`config.mk`:
```
export PLATFORM = sky130hd
export DESIGN_NAME = fetch
export DESIGN_NICKNAME = d
export VERILOG_FILES = /design/src/rtl/fetch_pkg.sv /design/src/rtl/fetch_pred.sv /design/src/rtl/fetch.sv
export SDC_FILE = /design/constraint.sdc
export NUM_CORES = 1
export LEC_CHECK = 0
export BUFFER_PORTS_ARGS = -buffer_cell sky130_fd_sc_hd__buf_2
export CAP_MARGIN = 15
export CORE_MARGIN = 4
export CORE_UTILIZATION = 40
export DETAILED_ROUTE_END_ITERATION = 12
export PLACE_DENSITY = 0.72
export RECOVER_POWER = 25
export SETUP_SLACK_MARGIN = 0.2
export SLEW_MARGIN = 10
export SYNTH_ARGS = -nofsm -noshare
export SYNTH_HDL_FRONTEND = slang
export SYNTH_HIERARCHICAL = 1
export SYNTH_SLANG_ARGS = --single-unit
```
`constraint.sdc`:
```
create_clock -name i_clk -period 5.65 [get_ports i_clk]
set_clock_uncertainty 0.2 [all_clocks]
set_input_delay 0.565 -clock i_clk [delete_from_list [all_inputs] [get_ports i_clk]]
set_output_delay 0.565 -clock i_clk [all_outputs]
set_load 0.01 [all_outputs]
```
`src/rtl/fetch_pkg.sv`:
```
// Shared definitions for the instruction fetch stage: widths, opcodes,
// FSM state encoding and the captured-instruction buffer layout.
package fetch_pkg;

    localparam int PC_W   = 16;
    localparam int I_SIZE = 32;

    localparam logic [6:0] OPC_JMP = 7'h0e;
    localparam logic [6:0] OPC_JAL = 7'h0f;

    // ST_START is the post-reset entry cycle in which no request is driven yet.
    localparam logic [1:0] ST_START   = 2'd0;
    localparam logic [1:0] ST_REQ     = 2'd1;
    localparam logic [1:0] ST_HOLD    = 2'd2;
    localparam logic [1:0] ST_DISCARD = 2'd3;

    typedef struct packed {
        logic [15:0]     imm;
        logic [15:0]     instr_l;
        logic            pred;
        logic [PC_W-1:0] next_pc;
    } fetch_buf_t;

    function automatic logic [PC_W-1:0] pc_inc(input logic [PC_W-1:0] pc);
        return pc + 16'd1;
    endfunction

endpackage

```
`src/rtl/fetch_pred.sv`:
```
// Static branch predictor: JAL and unconditional JMP are predicted taken
// to the immediate, everything else falls through to pc+1.
module fetch_pred
    import fetch_pkg::*;
(
    input  logic [I_SIZE-1:0] instr,
    input  logic [PC_W-1:0]   pc,
    output logic              pred,
    output logic [PC_W-1:0]   next_pc
);

    logic [6:0] opcode;
    logic [3:0] cond;
    logic       unused_bits;

    assign opcode      = instr[6:0];
    assign cond        = instr[10:7];
    assign unused_bits = ^instr[15:11];

    always_comb begin
        pred    = (opcode == OPC_JAL) || ((opcode == OPC_JMP) && (cond == 4'h0));
        next_pc = pred ? instr[31:16] : pc_inc(pc);
    end

endmodule

```
`src/rtl/fetch.sv`:
```
// Instruction fetch stage: one outstanding memory request, a single
// instruction buffer towards decode, and flush/redirect handling.
module fetch
    import fetch_pkg::*;
#(
    parameter logic [PC_W-1:0] RESET_PC = 16'h0000
) (
    input  logic              i_clk,
    input  logic              i_rst_n,
    output logic              o_mem_req,
    output logic [PC_W-1:0]   o_mem_addr,
    input  logic [I_SIZE-1:0] i_mem_data,
    input  logic              i_mem_ack,
    output logic [15:0]       o_instr_l,
    output logic [15:0]       o_imm,
    output logic              o_jmp_pred,
    output logic              o_submit,
    input  logic              i_next_ready,
    input  logic              i_flush,
    input  logic [PC_W-1:0]   i_flush_pc,
    output logic [1:0]        o_dbg_state
);

    // Handshakes: o_mem_req stays high with a stable o_mem_addr until the
    // cycle i_mem_ack is sampled; decode acceptance is i_next_ready sampled
    // while an instruction is buffered, answered by a one-cycle o_submit.

    logic [1:0]      state_q, state_d;
    logic [PC_W-1:0] pc_q, pc_d;
    logic [PC_W-1:0] addr_q, addr_d;
    fetch_buf_t      hold_q;
    logic            capture;
    logic            submit;
    logic            pred;
    logic [PC_W-1:0] pred_pc;

    fetch_pred u_pred (
        .instr   (i_mem_data),
        .pc      (pc_q),
        .pred    (pred),
        .next_pc (pred_pc)
    );

    // addr_q is the address of the request on the bus; it diverges from
    // pc_q only while a stale request is being drained in ST_DISCARD.
    always_comb begin
        state_d = state_q;
        pc_d    = pc_q;
        addr_d  = addr_q;
        capture = 1'b0;
        submit  = 1'b0;
        case (state_q)
            ST_START: begin
                state_d = ST_REQ;
                if (i_flush) begin
                    pc_d   = i_flush_pc;
                    addr_d = i_flush_pc;
                end
            end
            ST_REQ: begin
                if (i_flush) begin
                    pc_d = i_flush_pc;
                    if (i_mem_ack) begin
                        addr_d = i_flush_pc;
                    end else begin
                        state_d = ST_DISCARD;
                    end
                end else if (i_mem_ack) begin
                    capture = 1'b1;
                    state_d = ST_HOLD;
                end
            end
            ST_HOLD: begin
                if (i_flush) begin
                    pc_d    = i_flush_pc;
                    addr_d  = i_flush_pc;
                    state_d = ST_REQ;
                end else if (i_next_ready) begin
                    submit  = 1'b1;
                    pc_d    = hold_q.next_pc;
                    addr_d  = hold_q.next_pc;
                    state_d = ST_REQ;
                end
            end
            ST_DISCARD: begin
                if (i_flush) begin
                    pc_d = i_flush_pc;
                end
                if (i_mem_ack) begin
                    addr_d  = pc_d;
                    state_d = ST_REQ;
                end
            end
            default: state_d = ST_START;
        endcase
    end

    always_ff @(posedge i_clk or negedge i_rst_n) begin
        if (!i_rst_n) begin
            state_q <= ST_START;
            pc_q    <= RESET_PC;
            addr_q  <= RESET_PC;
        end else begin
            state_q <= state_d;
            pc_q    <= pc_d;
            addr_q  <= addr_d;
        end
    end

    always_ff @(posedge i_clk or negedge i_rst_n) begin
        if (!i_rst_n) begin
            hold_q <= '0;
        end else if (capture) begin
            hold_q <= '{imm: i_mem_data[31:16], instr_l: i_mem_data[15:0],
                        pred: pred, next_pc: pred_pc};
        end
    end

    always_ff @(posedge i_clk or negedge i_rst_n) begin
        if (!i_rst_n) begin
            o_submit   <= 1'b0;
            o_instr_l  <= '0;
            o_imm      <= '0;
            o_jmp_pred <= 1'b0;
        end else begin
            o_submit <= submit;
            if (submit) begin
                o_instr_l  <= hold_q.instr_l;
                o_imm      <= hold_q.imm;
                o_jmp_pred <= hold_q.pred;
            end
        end
    end

    assign o_mem_req   = (state_q == ST_REQ) || (state_q == ST_DISCARD);
    assign o_mem_addr  = addr_q;
    assign o_dbg_state = state_q;

endmodule
```
### Word-level counts from Yosys, hierarchy flattened

Index checks and enable logic that the tools add are counted.

* register bits: 117
* word-level logic and storage cells: 55

* add/sub/neg operators: 1
* equal/unequal tests: 12
* multiplexer cells: 23
* reduce and logical (&&, ||, !) cells: 8

Operator list (count)
* 2-to-1 mux 16 bit: 8
* case mux 16 bit (4 select lines): 1
* case mux 16 bit (2 select lines): 1
* adder 16 x 1 -> 16 bit (second input constant): 1
* equality test 7 x 4 -> 1 bit (second input constant): 2
* 2-to-1 mux 2 bit: 6
* != test 3 bit (second input constant): 3
* != test 2 bit (second input constant): 4
* case mux 2 bit (4 select lines): 1
* 2-to-1 mux 1 bit: 6
* AND reduction 5 bit: 1
* equality test 2 bit (second input constant): 2
* zero test 4 bit: 1
* AND reduction 4 bit: 1
* OR reduction 3 bit: 1
* equality test 2 x 1 -> 1 bit (second input constant): 1
* zero test 2 bit: 1
* logical OR 1 bit: 2
* logical AND 1 bit: 1

### Depth between registers and ports, before layout

* depth after elaboration: 4
* gate-level depth with buffers: 6

### Cells and area by module

The synthesis kept the hierarchy.

Modules (own cells, without submodules)
* fetch: times used 1, cells an instance 335, area each 5084.9 µm²
* fetch_pred: times used 1, cells an instance 77, area each 503.0 µm²

### Worst setup path after synthesis

No wires, ideal clock.

* kind: input -> register
* start: in i_mem_data[5]
* end: reg hold_q[11] (netlist bit)
* arrival time: 1.692 ns
* data required time: 5.325 ns
* slack: 3.633 ns
* cell stages on the path: 6
* buffers on the path: 1
* cells stage by stage: nor4b_1 o2111ai_1 clkbuf_1 nor2_1 a21oi_1 mux2_2

* word-level cells in the longest chain between the ends: 4

RTL lines
* from (decl): line fetch.sv:12 `input logic [I_SIZE-1:0] i_mem_data,`
* equality test 7 x 4 -> 1 bit: line fetch_pred.sv:21 `pred = (opcode == OPC_JAL) || ((opcode == OPC_JMP) && (cond == 4'h0));`
* logical AND 1 bit: line fetch_pred.sv:21
* logical OR 1 bit (*): line fetch_pred.sv:21
* 2-to-1 mux 16 bit (*): line fetch_pred.sv:22 `next_pc = pred ? instr[31:16] : pc_inc(pc);`
* named net pred_pc[11]: line fetch.sv:35 `logic [PC_W-1:0] pred_pc;`
* to (signal assigned): line fetch.sv:114 `hold_q <= '{imm: i_mem_data[31:16], instr_l: i_mem_data[15:0],`
* to (decl): line fetch.sv:31 `fetch_buf_t hold_q;`

The timed path passes the listed nets; every way through them passes the cells marked *.
A chain may end at the register's enable or synchronous reset.

==> qor.yml <==
outcome:
  status: "finished, violations left"
  violations: "max-capacitance violations, max-slew violations"
layout:
  drive_gt1_share_pct: 45.0
  synthToLayoutAreaGrowth_pct: 20.6
  nets: 572
  fin_util_pct: 50.1
  diodes: 0
power:
  netSwitchingFraction_pct: 28.4
  p_int_mw: 2.11
  clkPwrFrac_pct: 34.4
  pwr-share-seq_pct: 43.8
  p_leak_nw: 3.12
  switchingPower_uw: 836
  vdd_drop_max_v: 0.000246
  p_per_area_mw_per_mm2: 437
  comb_power_share_pct: 21.8
floorplan:
  die_x_um: 126
  io_pins: 106
  num_rows: 42
  die_area_mm2: 0.0159
  coreArea_mm2: 0.0135
  start_util_pct: 41.5
  fp.dieH_um: 126
placement:
  port_buffers: 105
  hpwl_um: 8310
  place.gp.congestion: 0.810
setup_path:
  critPathMaxFanout: 78
  path_buf_inv: 3
  slowest_delay_ns: 1.53
  crit_path_top_delay_cell: "clkbuf_1"
  cp_cell_sequence: "dlygate4sd3_1 -> clkbuf_1 -> buf_4"
  crit_type: "in -> async"
  required_ns: 5.84
  cp-start-kind: "input pin"
  crit_arrival_ns: 3.65
  end_kind: "asynchronous set/reset pin"
  crit_family: "buffers and inverters"
clock_tree:
  cts_resized: 0
  cts_tree: "done"
  ctsRootBufferMaster: "clkbuf_16"
  htree_levels: 4
  numCtsBuffers: 17
  clock-sinks: 117
  clk-insertion-delay-late_ns: 0.41
  cts.path.max_buffers: 2
  cts.clk_slew.worst_paths_ns: 0.06
logic_synthesis:
  async_flop_share_pct: 100
  synth_warnings: 6
  syn_nets: 466
  ys_top_cells_by_count: "dfrtp_1 (117), mux2_2 (94), mux2_4 (25), nand2_1 (22), o21ai_0 (19)"
  avgSynthCellArea_um2: 13.6
  synth_top_cell_by_area: "dfrtp_1"
  syn-cell-area_mm2: 0.00559
  syn_inst: 412
  synth_ff_type: "dfrtp_1"
  synth_top_cell_area_share_pct: 52.4
  netlist_top_cells_area: "dfrtp_1 (52%), mux2_2 (19%), mux2_4 (6.7%)"
  ys_ff_latch: 117
  synth_edf_count: 0
  ys_seq_area_share_pct: 52.4
  synth_cell_types: 38
  synth_most_common_cell: "dfrtp_1"
routing:
  drc: 0
  num_vias: 3584
  first_pass_iters: 4
  postRouteAntennaNets: 0
  first_iter_violations: 182
  via_per_inst: 5.07
  wl_per_cell_um: 17.0
  wl_um: 12000
sta:
  tns_ns: 0
  tightestPinTransition_ns: 2.15
  finalCriticalPeriod_ns: 3.46
  final-max-slew-violation-count: 41
  slew_headroom_pct: -43.2
  hold_viol_final: 0
  setup_viol: 0
  rsz0062_at_grt: "false"
  max_freq_mhz: 289
  min_period_over_period_pct: 61.2
global_route:
  grt_max_degree: 79
  grt_pass1_vias: 3748
  track_usage_pct: 15.4
  antenna_found_initial: 0
  grt_pass1_wl_um: 19500
  grt-ovfl-total: 0
worst_hold_path:
  hp-class: "in -> reg"
job:
  max_cap_violations: 1
-- metrics by stage --
stage                     hold slack, ns  power [mW]  instance area, um2  instances  setup slack (ns)
after floorplan                   0.0694        1.70                5590        412              3.63
after global placement             0.264        1.94                6190        673              2.87
after detailed placement           0.271        1.97                6190        673              2.70
after CTS                          0.154        3.00                6770        706              2.69
after global routing               0.169        3.11                6740        707              1.60
final                              0.172        2.95                6740        707              2.19
-- final timing paths --
kind / start / end / slack (ns) / cells past startpoint
worst max-delay path: i_rst_n / hold_q[44]$_DFFE_PN0P_ / 2.19 / 3
worst min-delay path: i_flush_pc[11] / pc_q[11]$_DFFE_PN0P_ / 0.17 / 3
worst max register to register: o_dbg_state[0]$_DFFE_PN0P_ / pc_q[8]$_DFFE_PN0P_ / 2.88 / 3
worst min register to register: hold_q[37]$_DFFE_PN0P_ / o_imm[4]$_DFFE_PN0P_ / 0.28 / 1
max in group i_clk: o_dbg_state[0]$_DFFE_PN0P_ / pc_q[8]$_DFFE_PN0P_ / 2.88 / 3
min in group asynchronous: i_rst_n / o_dbg_state[0]$_DFFE_PN0P_ / 1.13 / 2
-- logic make-up after synthesis --
kind of cell,count (synthesis),share of synthesized area [%]
mux,147,30.9
fa+ha+maj,1,0.224
compound gates,37,3.45
buf+inv,29,3.72
xor+xnor,14,2.19
flops,117,52.4
simple gates,67,7.08
-- timing repair --
item,in CTS,in global routing
hold endpoints to repair,39,0
buffers inserted,0,0
hold buffers,1,0
-- layout make-up --
type                       count  area [um2]
fill                        1228        6710
sequential                   117        2930
multi-input combinational    266        2460
timing repair buffer         112         543
clock buffer                  21         470
tap                          176         220
clock inverter                11         103
inverter                       4        15.0
-- placed cells by master (no fill, tap or decap), types with 2 or more instances in the layout --
master / instances
xor2_1: 4
clkbuf_8: 3
a21oi_1: 15
clkinvlp_4: 6
clkbuf_16: 17
xnor2_1: 10
mux2i_1: 16
nand4_1: 3
buf_2: 72
inv_1: 4
nor3_1: 5
nand2_1: 22
mux2_4: 25
nor2b_1: 3
clkinv_4: 2
dfrtp_1: 117
mux2_1: 12
clkbuf_1: 34
nor4_2: 3
mux2_2: 94
nor3b_1: 2
nor2_1: 16
o21ai_0: 19
buf_4: 5
nand3_1: 2
clkinv_2: 2
-- worst register-to-register path: stages, from the launching register on --
cell and delay (ns):
dfrtp_1 1.11, nand3b_1 0.90, mux2i_1 0.29, o21ai_0 0.12
-- layer usage --
layer | share of wire, % | GRT usage, %
met1 | 46 | 20.8
met2 | 47 | 23.8
met3 | 5.0 | 4.15
met4 | 1.7 | 6.18
met5 | 0 | 0
-- flip-flops by register name (all words and copies together), names as in the netlist --
register	count
o_mem_addr	16
o_dbg_state	2
o_submit	1
pc_q	16
o_instr_l	16
hold_q	49
o_imm	16
o_jmp_pred	1
-- power groups by stage --
stage / Combinational [mW] / Sequential [mW] / Clock (mW)
after CTS: 0.679 / 1.29 / 1.04
after global placement: 0.654 / 1.28 / 0
after global routing: 0.706 / 1.33 / 1.07
after floorplan: 0.385 / 1.31 / 0
final: 0.644 / 1.29 / 1.01
after detailed placement: 0.674 / 1.30 / 0
(Power assumes the default switching activity.)
